File: config.mk
export PLATFORM = sky130hd
export DESIGN_NAME = instr_encoder
export DESIGN_NICKNAME = d
export VERILOG_FILES = /design/src/rtl/instr_encoder.sv
export SDC_FILE = /design/constraint.sdc
export NUM_CORES = 1
export LEC_CHECK = 0
export CORE_MARGIN = 2
export CORE_UTILIZATION = 40
export CTS_BUF_LIST = sky130_fd_sc_hd__clkbuf_4
export DETAILED_ROUTE_END_ITERATION = 12
export PLACE_DENSITY = 0.71
export SLEW_MARGIN = 15
export SYNTH_ARGS = -nofsm -noshare
export SYNTH_HDL_FRONTEND = slang
export SYNTH_SLANG_ARGS = --single-unit
File: constraint.sdc
create_clock -name clock_i -period 2.4 [get_ports clock_i]
set_clock_uncertainty 0.05 [all_clocks]
set_input_delay 0.48 -clock clock_i [delete_from_list [all_inputs] [get_ports clock_i]]
set_output_delay 0.48 -clock clock_i [all_outputs]
set_load 0.01 [all_outputs]
File: src/rtl/instr_encoder.sv
// RV32I instruction packer: fields in, 32-bit word out with range/alignment
// checks, running word address and one registered valid/ready output stage.
module instr_encoder #(
  parameter logic [31:0] BASE_ADDR = 32'h0000_0000
) (
  input  logic        clock_i,
  input  logic        reset_n_i,
  input  logic        clear_i,
  input  logic        in_valid_i,
  output logic        in_ready_o,
  input  logic [2:0]  fmt_i,
  input  logic [6:0]  opcode_i,
  input  logic [2:0]  funct3_i,
  input  logic [6:0]  funct7_i,
  input  logic [4:0]  rd_i,
  input  logic [4:0]  rs1_i,
  input  logic [4:0]  rs2_i,
  input  logic [31:0] imm_i,
  output logic        out_valid_o,
  input  logic        out_ready_i,
  output logic [31:0] instr_o,
  output logic [31:0] addr_o,
  output logic        err_o,
  output logic [7:0]  err_count_o
);

  localparam logic [2:0] FMT_R = 3'd0;
  localparam logic [2:0] FMT_I = 3'd1;
  localparam logic [2:0] FMT_S = 3'd2;
  localparam logic [2:0] FMT_B = 3'd3;
  localparam logic [2:0] FMT_U = 3'd4;
  localparam logic [2:0] FMT_J = 3'd5;
  localparam logic [31:0] NOP = 32'h0000_0013;

  logic        valid_q, valid_d;
  logic [31:0] instr_q, instr_d;
  logic [31:0] addr_q, addr_d;
  logic        err_q, err_d;
  logic [31:0] cnt_q, cnt_d;
  logic [7:0]  ec_q, ec_d;

  logic [31:0] word_enc;
  logic        word_err;
  logic [31:0] cnt_src;
  logic        in_xfer, out_xfer;
  logic signed [31:0] imm_s;

  assign imm_s      = imm_i;
  assign in_ready_o = !valid_q || out_ready_i;
  assign in_xfer    = in_valid_i && in_ready_o;
  assign out_xfer   = valid_q && out_ready_i;

  // Out-of-range immediates are still packed (truncated); only err flags them.
  always_comb begin
    word_enc = NOP;
    word_err = 1'b1;
    case (fmt_i)
      FMT_R: begin
        word_enc = {funct7_i, rs2_i, rs1_i, funct3_i, rd_i, opcode_i};
        word_err = 1'b0;
      end
      FMT_I: begin
        word_enc = {imm_i[11:0], rs1_i, funct3_i, rd_i, opcode_i};
        word_err = (imm_s < -32'sd2048) || (imm_s > 32'sd2047);
      end
      FMT_S: begin
        word_enc = {imm_i[11:5], rs2_i, rs1_i, funct3_i, imm_i[4:0], opcode_i};
        word_err = (imm_s < -32'sd2048) || (imm_s > 32'sd2047);
      end
      FMT_B: begin
        word_enc = {imm_i[12], imm_i[10:5], rs2_i, rs1_i, funct3_i,
                    imm_i[4:1], imm_i[11], opcode_i};
        word_err = (imm_s < -32'sd4096) || (imm_s > 32'sd4094) || imm_i[0];
      end
      FMT_U: begin
        word_enc = {imm_i[31:12], rd_i, opcode_i};
        word_err = (imm_i[11:0] != 12'd0);
      end
      FMT_J: begin
        word_enc = {imm_i[20], imm_i[10:1], imm_i[11], imm_i[19:12], rd_i, opcode_i};
        word_err = (imm_s < -32'sd1048576) || (imm_s > 32'sd1048574) || imm_i[0];
      end
      default: ;
    endcase
  end

  // clear rebases the counter before a coincident capture takes its address.
  always_comb begin
    cnt_src = clear_i ? BASE_ADDR : cnt_q;
    cnt_d   = in_xfer ? cnt_src + 32'd4 : cnt_src;
    addr_d  = in_xfer ? cnt_src : addr_q;
    instr_d = in_xfer ? word_enc : instr_q;
    err_d   = in_xfer ? word_err : err_q;
    valid_d = in_xfer ? 1'b1 : (out_xfer ? 1'b0 : valid_q);
    ec_d    = ec_q;
    if (clear_i) begin
      ec_d = 8'd0;
    end else if (out_xfer && err_q && (ec_q != 8'hFF)) begin
      ec_d = ec_q + 8'd1;
    end
  end

  always_ff @(posedge clock_i or negedge reset_n_i) begin
    if (!reset_n_i) begin
      valid_q <= 1'b0;
      instr_q <= 32'd0;
      addr_q  <= 32'd0;
      err_q   <= 1'b0;
      cnt_q   <= BASE_ADDR;
      ec_q    <= 8'd0;
    end else begin
      valid_q <= valid_d;
      instr_q <= instr_d;
      addr_q  <= addr_d;
      err_q   <= err_d;
      cnt_q   <= cnt_d;
      ec_q    <= ec_d;
    end
  end

  assign out_valid_o = valid_q;
  assign instr_o     = instr_q;
  assign addr_o      = addr_q;
  assign err_o       = err_q;
  assign err_count_o = ec_q;

endmodule

* After elaboration in Yosys (flattened, before gate mapping) *
Cells that the tools add are included.

word-level totals
  bits in writable memories = 0
  latch bits = 0
  ROM bits = 0
  word-level logic and storage cells = 44
  register bits = 106
  output and inout port bits = 75
  input port bits = 72
  memories = 0

cells by class
  reduce and logical (&&, ||, !) cells = 16
  shift operators = 0
  $add $sub $neg = 2
  multipliers = 0
  equal/unequal tests = 6
  divide/modulo/power cells = 0
  order comparisons = 6
  multiplexer cells = 8
  bitwise operators = 0

operators with widths
  kind                                                          count
  one-hot mux 32 bit (6 select lines)                           1
  2-to-1 mux 32 bit                                             2
  adder 32 x 3 -> 32 bit, second input constant                 1
  > comparator 32 x 12 -> 1 bit, second input constant          1
  > comparator 32 x 13 -> 1 bit, second input constant          1
  > comparator 32 x 21 -> 1 bit, second input constant          1
  less-than comparator 32 x 12 -> 1 bit, second input constant  1
  less-than comparator 32 x 13 -> 1 bit, second input constant  1
  less-than comparator 32 x 21 -> 1 bit, second input constant  1
  2-to-1 mux 8 bit                                              2
  nonzero test 12 bit                                           1
  adder 8 x 1 -> 8 bit, second input constant                   1
  != test 8 bit, second input constant                          1
  == test 3 x 2 -> 1 bit, second input constant                 2
  == test 3 bit, second input constant                          2
  logical OR 1 bit                                              6
  one-hot mux 1 bit (5 select lines)                            1
  logical AND 1 bit                                             4
  nonzero test 2 bit                                            2
  == test 3 x 1 -> 1 bit, second input constant                 1
  logical NOT 3 bit                                             1
  2-to-1 mux 1 bit                                              2
  OR reduction 2 bit                                            1
  logical NOT 1 bit                                             1

* Depth between registers and ports, before layout *
Gate-level depths: netlist of run 1.

  depth in word-level cells = 5
  gate-level depth with buffers = 10
  depth with buffers taken out = 8

* Worst setup path before layout of run 1 *
OpenSTA, ideal clock, no wires.

  path kind = input port to flip-flop
  start = input clear_i
  end = register cnt_q[24]
  path buffers = 2
  stages = 8
  slack = -0.040 ns
  arrival = 2.312 ns
  setup time = 0.078 ns
  required time = 2.272 ns
  cell sequence = buf_2 nor2b_1 ha_1 nand4_1 or4_1 clkbuf_2 or3_1 a21oi_1

on the way
  longest elaborated chain between the ends = 3

ends and longest elaborated chain
  element                 RTL line  source
  start, declared         8         input logic clear_i,
  2-to-1 mux 32 bit       89        cnt_src = clear_i ? BASE_ADDR : cnt_q;
  named net cnt_src[2]    44        logic [31:0] cnt_src;
  adder 32 x 3 -> 32 bit  90        cnt_d = in_xfer ? cnt_src + 32'd4 : cnt_src;
  2-to-1 mux 32 bit       90
  named net cnt_d[24]     39        logic [31:0] cnt_q, cnt_d;
  end signal, assigned    116       cnt_q <= cnt_d;
  end, declared           39

The timed path passes the listed nets, and every way through them passes these cells.
A chain may end at the register's enable or synchronous reset.

* Worst setup path after layout of run 1 *
  start = input out_ready_i
  end = output in_ready_o

on the way
  longest elaborated chain between the ends = 1

ends and longest elaborated chain
  element           RTL line  source
  start, declared   20        input logic out_ready_i,
  logical OR 1 bit  49        assign in_ready_o = !valid_q || out_ready_i;
  end, declared     10        output logic in_ready_o,

Every way passes these cells.

==> qor.csv, run 1 <==
stage;metric;value;unit
drt;met2_length;6750;um
drt;routed.top_layer;met4;
synth;syn-num-nets;600;
synth;synth.area.top_cells;dfrtp_1, nand2_1, nor2_1, o21ai_0, xor2_1;
die;die_w;116;um
die;fp-row-count;40;
power_and_ir_drop;intPower;2.91;mW
final_layout;drive_gt1_share;9.39;%
setup_path;critical_path.cell_chain;clkdlybuf4s50_1 > nand2b_1 > buf_4 > clkdlybuf4s50_1;
clocking;clock_latency;480;ps
clocking;htreeDepth;3;
global_route;antenna_found_initial;0;
drt;routed-wl-met3;553;um
power_and_ir_drop;seq_power_share;49.5;%
power_and_ir_drop;power_frac_comb;18.4;%
synth;yosys.area.top_type;dfrtp_1;
setup_path;critPathMaxStageDelay;560;ps
final_layout;syn_to_final_growth;41.0;%
placed_design;routabilityCongestion;0.860;
drt;via_per_inst;5.21;
drt;wl_met1;6080;um
global_route;grt_max_degree;56;
power_and_ir_drop;power;3.90;mW
drt;num_vias;4478;
setup_path;cp-start-kind;input pin;
synth;netlist_area;5030;um2
timing;fmax;0.428;GHz
synth;ys_seq_area_share;52.7;%
flow_run;cap_viol_max_count;0;
drt;drc;0;
synth;ys_async_sr_fraction;100;%
drt;routedWlPerCell;16.0;um
setup_path;cp.required;1870;ps
clocking;cts_buffers;9;
timing;drv_slew;0;
setup_path;crit_type;in2out;
power_and_ir_drop;leakagePower;3.02;nW
synth;synth_top_flop_cell;dfrtp_1;
drt;wl;13700;um
timing;final-setup-viol-count;0;
status;status;finished clean;
synth;synth_edf_count;0;
global_route;track_usage;21.0;%
setup_path;crit_top_cell;clkdlybuf4s50_1;
timing;holdWs;201;ps
setup_path;cp_num_buf_inv;3;
clocking;cts_sinks;106;
timing;relSlewSlack;49.3;%
synth;avgSynthCellArea;9.56;um2
drt;drt_iter0_drc;255;
synth;yosys.cell_types.count;42;
clocking;tritoncts;yes;
synth;yosysMostFrequentCell;dfrtp_1;
power_and_ir_drop;powerDensity;550;nW/um2
clocking;cts_max_path_buffers;2;
die;die-area;13500;um2
power_and_ir_drop;peakVddDrop;336;uV
placed_design;portBuffers;146;
timing;worstMarginPinSlew;758;ps
drt;ant_nets;0;
power_and_ir_drop;p_sw;0.994;mW
timing;hold_viol_final;0;
final_layout;nFillCells;1089;
timing;min_period_over_period;97.4;%
clocking;clk_pin_slew;140;ps
die;core;12200;um2
timing;min_period;2340;ps
clocking;cts_root_buffer;clkbuf_4;
setup_path;cp-end-kind;primary output;
hold_path;holdCritPathClass;in2reg;
final_layout;num_antenna_cells;0;
setup_path;cp_max_fo;5;
global_route;grt_pass1_vias;4406;
die;dieHeight;116;um
setup_path;arrival;1810;ps
synth;yosys_warnings;0;
synth;synth_cells;526;
placed_design;dpl.hpwl;10300;um
timing;grt_setup_unrepaired;no;
setup_path;critPathTopFamily;buffers and inverters;
global_route;grt_first_pass_wirelength;22000;um
power_and_ir_drop;switching_share;25.5;%
synth;yosys-top-cells-count;dfrtp_1, nand2_1, nor2_1;
final_layout;nets;761;
die;io_pins;147;
synth;synth_top_area_share;52.7;%
global_route;grt-ovfl-total;0;
setup_path;critical-path-slowest-cell;clkdlybuf4s50_1;
power_and_ir_drop;pwr-share-clk;32.1;%
die;start_util;41.4;%
drt;first_pass_iters;4;
synth;ys_ff_latch;106;
-- path summary, 6_finish.rpt --
kind                               to  cells past startpoint        start  slack [ps]
setup / recovery           in_ready_o                      4  out_ready_i          60
hold / removal               cnt_q[5]                      2      clear_i         200
setup reg to reg            cnt_q[30]                      5    cnt_q[11]         160
hold reg to reg            addr_o[27]                      2   addr_o[27]         440
max in group asynchronous  instr_o[3]                      3    reset_n_i        1260
min in group asynchronous  addr_o[16]                      2    reset_n_i         400
-- final cells by class --
cell class                      count  area (um2)  area share, %
Inverter                            5        18.8          0.265
Clock buffer                       10        75.1           1.06
Sequential cell                   106        2650           37.4
Multi-Input combinational cell    386        2260           31.8
Tap cell                          168         210           2.96
Timing Repair Buffer              179        1740           24.6
Clock inverter                      6         136           1.92
-- layout by cell type (no fill, tap or decap), types with 10 or more instances in the layout --
cell / netlist / layout
nand2_1: 81 / 80
nor2_1: 67 / 67
xor2_1: 20 / 20
xnor2_1: 12 / 12
a21oi_1: 11 / 11
o21ai_0: 40 / 40
nand2b_1: 16 / 16
nand3_1: 11 / 11
clkdlybuf4s50_1: 0 / 144
mux2_2: 10 / 10
nand4_1: 15 / 15
nor2b_1: 11 / 10
dfrtp_1: 106 / 106
clkbuf_4: 0 / 10
a221oi_1: 13 / 13
a22oi_1: 12 / 12
buf_4: 0 / 30
-- timing repair --
item	4_1_cts	5_1_grt
buffers inserted	0	0
hold buffers	1	0
hold endpoints to repair	27	0
resized for setup	0	1
endpoints found under the setup margin	0	3
-- flip-flops by register name, indices dropped and copies added, names as in the netlist --
register / count
err_o: 1
addr_o: 32
cnt_q: 32
instr_o: 32
err_count_o: 8
out_valid_o: 1
-- cells by family (layout without fill, tap and decap cells) --
group                      after synthesis  in the layout  synth area share, %
adders and majority gates                2              2                0.497
AOI/OAI and AO/OA                       91             91                 11.5
and+or+nand+nor                        243            243                 23.3
muxes                                   18             18                 3.83
DFF                                    106            106                 52.7
buffers and inverters                   34            200                 2.59
xor gates and xnor gates                32             32                 5.57
-- power groups by stage --
stage               logic [mW]  registers, mW  clock network [mW]
floorplan                0.222           2.00                   0
global placement         0.701           1.96                   0
detailed placement       0.717           1.97                   0
CTS                      0.721           1.93                1.27
global route             0.776           1.94                1.35
finish                   0.716           1.93                1.25
-- routing by layer --
metal	up-vias	track usage, %
li1	2148	-
met1	2180	28.0
met2	127	34.9
met3	23	2.75
met4	0	8.49
met5	-	0
-- per-stage QoR --
step / cells / setup TNS, ps / worst slack (ps) / instance area (um2) / util (%)
6_report: 860 / 0 / 62.5 / 7090 / 58.3
5_1_grt: 860 / 0 / 17.9 / 7090 / 58.3
3_5_place_dp: 843 / -718 / -217 / 6870 / 56.5
4_1_cts: 860 / 0 / 42.7 / 7090 / 58.3
3_3_place_gp: 843 / -541 / -166 / 6870 / 56.5
2_1_floorplan: 526 / 0 / 8.94 / 5030 / -
(Power assumes the default switching activity.)
==> run 2: changes to the inputs <==
- CTS_BUF_LIST: sky130_fd_sc_hd__clkbuf_4 -> sky130_fd_sc_hd__clkbuf_8
==> qor.csv, run 2 (synthesis gave the netlist of run 1 again) <==
stage;metric;value;unit
die;die_w;116;um
global_route;antenna_found_initial;0;
clocking;cts_root_buffer;clkbuf_8;
clocking;tritoncts;yes;
clocking;cts_sinks;106;
setup_path;arrival;1800;ps
die;io_pins;147;
placed_design;routabilityCongestion;0.860;
drt;ant_nets;0;
hold_path;holdCritPathClass;in2reg;
clocking;clock_latency;380;ps
final_layout;nets;761;
drt;routedWlPerCell;16.0;um
power_and_ir_drop;peakVddDrop;377;uV
final_layout;drive_gt1_share;9.25;%
timing;min_period_over_period;97.2;%
setup_path;cp-end-kind;primary output;
final_layout;num_antenna_cells;0;
drt;first_pass_iters;7;
timing;worstMarginPinSlew;746;ps
timing;final-setup-viol-count;0;
drt;wl;13700;um
final_layout;syn_to_final_growth;42.0;%
timing;layout_setup_ws;66.0;ps
timing;min_period;2330;ps
placed_design;post-place-ws;-217;ps
final_layout;nFillCells;1072;
die;start_util;41.4;%
setup_path;cp-start-kind;input pin;
clocking;cts_buffers;9;
placed_design;dp.cells;843;
drt;drc;0;
placed_design;post_dp_cell_area;6870;um2
clocking;htreeDepth;3;
placed_design;portBuffers;146;
timing;grt_setup_unrepaired;no;
clocking;cts_max_path_buffers;2;
die;core;12200;um2
setup_path;crit_type;in2out;
flow_run;cap_viol_max_count;0;
final_layout;final_area;7140;um2
final_layout;multiInputGateArea;2260;um2
drt;drt_iter0_drc;274;
timing;holdWs;312;ps
final_layout;finalNonFillerCells;860;
timing;hold_viol_final;0;
global_route;grt-ovfl-total;0;
setup_path;cp_max_fo;5;
global_route;track_usage;21.0;%
power_and_ir_drop;powerDensity;568;nW/um2
placed_design;dpl.hpwl;10300;um
die;dieHeight;116;um
global_route;grt_first_pass_wirelength;22000;um
final_layout;regArea;2650;um2
timing;drv_slew;0;
status;status;finished clean;
die;die-area;13500;um2
final_layout;layout_common_cells;clkdlybuf4s50_1, dfrtp_1, nand2_1;
power_and_ir_drop;leakagePower;3.04;nW
timing;relSlewSlack;50.1;%
timing;fmax;0.428;GHz
setup_path;cp.required;1870;ps
drt;num_vias;4482;
final_layout;final_common_cell;clkdlybuf4s50_1;
clocking;clk_pin_slew;90;ps
drt;via_per_inst;5.21;
global_route;grt_pass1_vias;4406;
global_route;grt_max_degree;56;
die;fp-row-count;40;
## run 2: cell count changes in the layout (fill, tap and decap cells not counted)
cell,previous run,this run
clkbuf_4,10,0
clkbuf_8,0,9
inv_1,5,6
## run 2: path summary, 6_finish.rpt
| kind | start | endpoint | slack [ps] | cells after the start |
|---|---|---|---|---|
| worst max register to register | cnt_q[11] | cnt_q[28] | 160 | 5 |
| min in group asynchronous | reset_n_i | addr_o[14] | 520 | 2 |
| worst min register to register | addr_o[27] | addr_o[27] | 420 | 2 |
| worst max-delay path | out_ready_i | in_ready_o | 70 | 4 |
| max in group asynchronous | reset_n_i | instr_o[3] | 1150 | 3 |
| worst min-delay path | clear_i | cnt_q[5] | 310 | 2 |
## run 2: metrics by stage
stage          setup TNS (ps)  power (mW)  util [%]
2_1_floorplan               0        2.22         -
3_3_place_gp             -541        2.66      56.5
3_5_place_dp             -718        2.68      56.5
4_1_cts                     0        4.10      58.7
5_1_grt                     0        4.25      58.7
6_report                    0        4.06      58.7
## run 2: layout make-up
cell class	instances	area share, %
clock buffer	9	1.73
clock inverter	7	1.96
inverter	5	0.263
multi-input combinational	386	31.6
sequential	106	37.1
tap	168	2.94
timing repair buffer	179	24.4
## run 2: per-layer routing
metal  up-vias  global-route usage, %  wire (um)
met5         -                      0          0
met4         0                   8.49        323
met3        25                   2.75        572
met2       133                   35.0       6720
met1      2171                   27.9       6130
li1       2153                      -          -
## run 2: power by group
part / internal (mW) / switching (mW)
Sequential: 1.88 / 0.0546
Combinational: 0.383 / 0.334
Clock: 0.798 / 0.615
Total: 3.06 / 1.00
## run 2: timing repair
item | 4_1_cts | 5_1_grt
endpoints found under the setup margin | 0 | 3
hold buffers | 1 | 0
hold endpoints to repair | 27 | 0
setup buffers | 0 | 0
resized for setup | 0 | 1
## run 2: worst max-delay path: stages
cell and delay, ps:
clkdlybuf4s50_1 480, nand2b_1 140, buf_4 140, clkdlybuf4s50_1 560
